<file path="config.mk">
export PLATFORM = sky130hd
export DESIGN_NAME = cluster_count_monitor
export DESIGN_NICKNAME = d
export VERILOG_FILES = /design/src/rtl/cluster_count_monitor.sv
export SDC_FILE = /design/constraint.sdc
export NUM_CORES = 1
export LEC_CHECK = 0
export ABC_AREA = 1
export BUFFER_PORTS_ARGS = -buffer_cell sky130_fd_sc_hd__buf_2
export CAP_MARGIN = 20
export CORE_MARGIN = 2
export CORE_UTILIZATION = 47
export CTS_CLUSTER_SIZE = 24
export DETAILED_ROUTE_END_ITERATION = 8
export GPL_ROUTABILITY_DRIVEN = 0
export PLACE_DENSITY = 0.68
export SLEW_MARGIN = 10
export SYNTH_ARGS = -nofsm -noshare
export SYNTH_HDL_FRONTEND = slang
export SYNTH_SLANG_ARGS = --single-unit
</file>
<file path="constraint.sdc">
create_clock -name clock -period 6.93 [get_ports clock]
set_input_delay 0.3465 -clock clock [delete_from_list [all_inputs] [get_ports clock]]
set_output_delay 0.3465 -clock clock [all_outputs]
set_load 0.005 [all_outputs]
</file>
<file path="src/rtl/cluster_count_monitor.sv">
// cluster_count_monitor: windowed statistics of the per-clock cluster count with a registered snapshot read port
// Ports: clock/reset (async, active-high); cnt_i, overflow_i, enable_i = sample stream;
//        rd_req_i/rd_sel_i = read request and register select; rd_data_o/rd_valid_o = registered read reply.
module cluster_count_monitor #(
  parameter int WINDOW_LOG2 = 12
) (
  input  logic        clock,
  input  logic        reset,
  input  logic [10:0] cnt_i,
  input  logic        overflow_i,
  input  logic        enable_i,
  input  logic        rd_req_i,
  input  logic [1:0]  rd_sel_i,
  output logic [31:0] rd_data_o,
  output logic        rd_valid_o
);
  localparam logic [WINDOW_LOG2-1:0] WCNT_ONE = 1;
  logic [WINDOW_LOG2-1:0] wcnt_q, wcnt_d;
  logic [31:0] acc_sum_q, acc_sum_d, snap_sum_q, snap_sum_d;
  logic [10:0] acc_max_q, acc_max_d, snap_max_q, snap_max_d;
  logic [15:0] acc_ovf_q, acc_ovf_d, snap_ovf_q, snap_ovf_d;
  logic [15:0] acc_nz_q, acc_nz_d, snap_nz_q, snap_nz_d;
  logic [15:0] win_done_q, win_done_d;
  logic [31:0] rd_data_q, rd_data_d;
  logic        rd_valid_q, rd_valid_d;
  logic        eow;
  logic [32:0] sum_ext;
  logic [31:0] sum_nxt, rd_mux;
  logic [10:0] max_nxt;
  logic [15:0] ovf_nxt, nz_nxt;
  always_comb begin
    eow = enable_i && (wcnt_q == '1);
    sum_ext = {1'b0, acc_sum_q} + {22'b0, cnt_i};
    sum_nxt = sum_ext[32] ? '1 : sum_ext[31:0];
    max_nxt = (cnt_i > acc_max_q) ? cnt_i : acc_max_q;
    ovf_nxt = (overflow_i && acc_ovf_q != '1) ? acc_ovf_q + 16'd1 : acc_ovf_q;
    nz_nxt = (cnt_i != '0 && acc_nz_q != '1) ? acc_nz_q + 16'd1 : acc_nz_q;
    wcnt_d = enable_i ? wcnt_q + WCNT_ONE : wcnt_q;
    // the closing sample goes into the snapshot, the next window starts empty
    acc_sum_d = !enable_i ? acc_sum_q : eow ? '0 : sum_nxt;
    acc_max_d = !enable_i ? acc_max_q : eow ? '0 : max_nxt;
    acc_ovf_d = !enable_i ? acc_ovf_q : eow ? '0 : ovf_nxt;
    acc_nz_d = !enable_i ? acc_nz_q : eow ? '0 : nz_nxt;
    snap_sum_d = eow ? sum_nxt : snap_sum_q;
    snap_max_d = eow ? max_nxt : snap_max_q;
    snap_ovf_d = eow ? ovf_nxt : snap_ovf_q;
    snap_nz_d = eow ? nz_nxt : snap_nz_q;
    win_done_d = win_done_q + {15'd0, eow};
    // reads see registered snapshots, so a read on the closing cycle returns the previous window
    rd_mux = rd_sel_i == 2'd0 ? snap_sum_q :
             rd_sel_i == 2'd1 ? {21'b0, snap_max_q} :
             rd_sel_i == 2'd2 ? {snap_nz_q, snap_ovf_q} : {16'b0, win_done_q};
    rd_data_d = rd_req_i ? rd_mux : rd_data_q;
    rd_valid_d = rd_req_i;
  end
  always_ff @(posedge clock or posedge reset) begin
    if (reset) begin
      wcnt_q <= '0;
      acc_sum_q <= '0;
      acc_max_q <= '0;
      acc_ovf_q <= '0;
      acc_nz_q <= '0;
      snap_sum_q <= '0;
      snap_max_q <= '0;
      snap_ovf_q <= '0;
      snap_nz_q <= '0;
      win_done_q <= '0;
      rd_data_q <= '0;
      rd_valid_q <= 1'b0;
    end else begin
      wcnt_q <= wcnt_d;
      acc_sum_q <= acc_sum_d;
      acc_max_q <= acc_max_d;
      acc_ovf_q <= acc_ovf_d;
      acc_nz_q <= acc_nz_d;
      snap_sum_q <= snap_sum_d;
      snap_max_q <= snap_max_d;
      snap_ovf_q <= snap_ovf_d;
      snap_nz_q <= snap_nz_d;
      win_done_q <= win_done_d;
      rd_data_q <= rd_data_d;
      rd_valid_q <= rd_valid_d;
    end
  end
  assign rd_data_o = rd_data_q;
  assign rd_valid_o = rd_valid_q;
endmodule
</file>
==> results.sh <==
export IMPL_power_frac_comb=0.260
export IMPL_number_of_enable_type_register_cells_in_the_synthesized_netlist=0
export IMPL_worst_path_max_fanout=4
export IMPL_clockPowerShare=0.341
export IMPL_antenna_found_initial=0
export IMPL_power_density_nw_per_um2=293
export IMPL_synth_async_reset_ratio=1.00
export IMPL_critical_path_reg2reg_endpoint="win_done_q[15]$_DFF_PP0_"
export IMPL_route_detailed_vias_per_inst=5.27
export IMPL_syn_area_per_cell_sq_um=7.42
export IMPL_cts_max_level=1
export IMPL_cts_root_buffer="clkbuf_16"
export IMPL_overflow=0
export IMPL_core_area_sq_um=25000
export IMPL_drive_above_1_share=0.0799
export IMPL_first_pass_grt_wire_length_mm=50.6
export IMPL_flow_area_growth_from_synthesis_pct=10.9
export IMPL_status="finished, violations left"
export IMPL_synth_simple_gate_area_frac=0.341
export IMPL_seqPwrFrac=0.400
export IMPL_worst_setup_path_end_kind="register"
export IMPL_fin_area_sq_um=13100
export IMPL_slowest_delay_ns=0.40
export IMPL_rr_startpoint="wcnt_q[0]$_DFFE_PP0P_"
export IMPL_synth_compound_area_frac=0.0617
export IMPL_final_setup_vio_count=0
export IMPL_vias=10383
export IMPL_dpl_cell_area_sq_um=12300
export IMPL_power_leakage_uw=0.00682
export IMPL_io_buffers=50
export IMPL_synth_warnings=0
export IMPL_drt_iter0_drc=932
export IMPL_timing_max_transition_violations_final=0
export IMPL_critPathRequiredTime_ns=7.34
export IMPL_maxCapViolCount=0
export IMPL_ant_nets=0
export IMPL_peakVddDrop_v=0.000217
export IMPL_inserted_diodes=0
export IMPL_synth_top_family_by_area="simple AND/OR/NAND/NOR gates"
export IMPL_yosysUniqueCellTypes=47
export IMPL_num_ports=51
export IMPL_globalRouteTotalUtil=0.238
export IMPL_critical_path_arrival_ns=3.40
export IMPL_timing_setup_critical_path_class="register to register"
export IMPL_tritoncts="done"
export IMPL_number_of_instances_in_the_synthesized_netlist=1596
export IMPL_regToRegSetupSlack_ns=3.95
export IMPL_hpwlAfterDp_mm=21.5
export IMPL_grt_setup_unrepaired="false"
export IMPL_cts_repair_timing_setup_buffer_count=0
export IMPL_fp_dieH_microns=163
export IMPL_synth_nets=1642
export IMPL_fmaxAchievable_ghz=0.335
export IMPL_timing_hold_violations_final=19
export IMPL_postCtsHoldBufs=0
export IMPL_num_nets_final=1668
export IMPL_yosys_area_share_xor_xnor=0.0400
export IMPL_crit_path_cells="ha_1 -> nand2_2 -> nor3_4 -> nand4_2 -> nor4_4 -> ha_1 -> nand3_1 -> nor3_1 -> nand3_1 -> nor2_1 -> nand4_1 -> xor2_1"
export IMPL_ctsResizeCount=0
export IMPL_timing_clock_skew_ns=0.0182
export IMPL_intPower_uw=2530
export IMPL_initial_utilization=0.474
export IMPL_drcViolationCount=0
export IMPL_maximum_number_of_pins_on_one_net_before_global_route_repair=144
export IMPL_later_pin_clock_latency_in_the_skew_report_ns=0.53
export IMPL_detail_route_first_pass_iterations=6
export IMPL_fp_dieArea_sq_um=26500
export IMPL_final_period_utilization=0.430
export IMPL_numClockSinks=211
export IMPL_rr_worst_depth=12
export IMPL_synth_adder_area_share=0.0302
export IMPL_crit_path_top_delay_cell="dfrtp_1"
export IMPL_worst_hold_path_type="input pin to asynchronous set/reset pin"
export IMPL_critPathLaunchType="register"
export IMPL_worst_slew_pin_slew_ns=1.11
export IMPL_routed_wire_length_per_instance_microns=15.6
export IMPL_clockBufferDepth=3
export IMPL_cts_inserted_buffers=24
export IMPL_worst_hold_slack_ns=-0.0887
export IMPL_timing_final_crit_period_ns=2.98
export IMPL_clk_pin_slew_worst_paths_ns=0.06
export IMPL_synth_ff_type="dfrtp_1"
export IMPL_synth_mux_area_frac=0
export IMPL_synth_yosys_seq_area_share=0.446
export IMPL_p_sw_frac=0.344
export IMPL_worst_slew_margin_rel=0.262
export IMPL_failed_checks="negative hold slack"
export IMPL_net_switching_power_uw=1320
export IMPL_timing_setup_tns_ns=0
export IMPL_synth_cell_area_sq_um=11800
export IMPL_grt_pass1_vias=9714
export IMPL_die_width_microns=163
export IMPL_rows=58
export IMPL_synth_ff_latch_count=211
export IMPL_routed_wl_mm=30.7
==> cell usage in the layout, fill, tap and decap left out, drive strengths merged, types with 2 or more instances in the layout <==
| cell type | Yosys | routed |
|---|---|---|
| bufinv | 0 | 2 |
| nor3 | 28 | 28 |
| o211ai | 18 | 18 |
| xnor2 | 5 | 5 |
| clkinv | 0 | 4 |
| nand4 | 20 | 20 |
| nor4 | 3 | 3 |
| nand2 | 600 | 600 |
| o22ai | 8 | 8 |
| ha | 27 | 27 |
| clkinvlp | 0 | 3 |
| nor2 | 80 | 80 |
| xor2 | 49 | 49 |
| inv | 175 | 175 |
| a21oi | 14 | 14 |
| a31oi | 23 | 23 |
| buf | 23 | 59 |
| clkbuf | 36 | 35 |
| dfrtp | 211 | 211 |
| or2 | 7 | 7 |
| o21ai | 58 | 58 |
| nand3 | 201 | 201 |
==> per-layer routing <==
| layer | vias to the layer above | part of all wire | global-route usage | wire (microns) |
|---|---|---|---|---|
| met1 | 4878 | 0.49 | 0.359 | 15100 |
| met5 | - | 0 | 0 | 0 |
| met2 | 311 | 0.43 | 0.360 | 13200 |
| met4 | 0 | 0.016 | 0.0507 | 506 |
| li1 | 5159 | - | - | - |
| met3 | 35 | 0.063 | 0.0400 | 1930 |
==> stage by stage <==
stage / util / setup slack (ns) / hold slack, ns / instances / total power [uW]
2_1_floorplan: - / 0.818 / 0.378 / 1596 / 2290
3_3_place_gp: 0.492 / 3.01 / 0.462 / 1925 / 2520
3_5_place_dp: 0.492 / 2.92 / 0.465 / 1925 / 2550
4_1_cts: 0.525 / 3.25 / 0.0776 / 1969 / 3870
5_1_grt: 0.526 / 3.58 / 0.0933 / 1970 / 4090
6_report: 0.526 / 3.95 / -0.0887 / 1970 / 3850
==> power groups by stage <==
stage / registers [uW] / logic [uW] / clock network, uW
floorplan: 1520 / 768 / 0
global placement: 1550 / 973 / 0
detailed placement: 1550 / 992 / 0
CTS: 1540 / 997 / 1340
global route: 1560 / 1160 / 1380
finish: 1540 / 999 / 1310
==> flip-flops by register name (all words and copies together), names as in the netlist <==
signal and count:
snap_ovf_q 16, snap_max_q 11, snap_sum_q 32, snap_nz_q 16, wcnt_q 12, acc_nz_q 16
rd_valid_o 1, rd_data_o 32, acc_max_q 11, acc_ovf_q 16, win_done_q 16, acc_sum_q 32
==> kinds of logic after synthesis <==
kind of cell               count (synthesis)
adders and majority gates                 28
and+or+nand+nor                          944
xor gates and xnor gates                  54
AOI/OAI and AO/OA                        125
DFF                                      211
buffers and inverters                    234
==> synthesized netlist by cell type, types with 2 or more instances <==
cell | number | area share
nand2_1 | 594 | 0.19
dfrtp_1 | 211 | 0.45
nand3_1 | 198 | 0.084
inv_1 | 170 | 0.054
nor2_1 | 75 | 0.024
o21ai_0 | 53 | 0.022
xor2_1 | 49 | 0.036
clkbuf_1 | 36 | 0.011
ha_1 | 27 | 0.029
nor3_1 | 26 | 0.011
a31oi_1 | 22 | 0.012
nand4_1 | 18 | 0.0095
o211ai_1 | 18 | 0.011
a21oi_1 | 13 | 0.0055
buf_2 | 12 | 0.0051
buf_6 | 8 | 0.0076
o22ai_1 | 8 | 0.0042
nand2_2 | 6 | 0.0032
inv_2 | 5 | 0.0016
o21ai_1 | 5 | 0.0021
or2_1 | 5 | 0.0026
xnor2_1 | 5 | 0.0037
nand3_2 | 3 | 0.0025
nor2_2 | 3 | 0.0016
buf_1 | 2 | 0.00063
nor2_4 | 2 | 0.0019
or2_2 | 2 | 0.0011
==> how the worst max path moves through the flow <==
stage / start / to / slack (ns)
after CTS: wcnt_q[0]$_DFFE_PP0P_ / win_done_q[15]$_DFF_PP0_ / 3.25
after global routing: wcnt_q[0]$_DFFE_PP0P_ / win_done_q[15]$_DFF_PP0_ / 3.58
after floorplan: reset / acc_max_q[0]$_DFFE_PP0P_ / 0.82
after detailed placement: enable_i / win_done_q[15]$_DFF_PP0_ / 2.92
final: wcnt_q[0]$_DFFE_PP0P_ / win_done_q[15]$_DFF_PP0_ / 3.95
after global placement: enable_i / win_done_q[14]$_DFF_PP0_ / 3.01
==> critical path, delay by kind of cell, from the launching register on <==
family,cells,cell delay (ns)
flops,1,0.40
xor+xnor,1,0.16
fa+ha+maj,2,0.48
simple gates,9,1.83
==> layout make-up <==
type                    count  area, sq um
flip-flops and latches    211         5280
fillers                  2450        11800
clock inverters             9          114
repair buffers             59          322
well taps                 330          413
inverters                 175          664
multi-input cells        1151         5620
clock buffers              35          712
(Power assumes the default switching activity.)
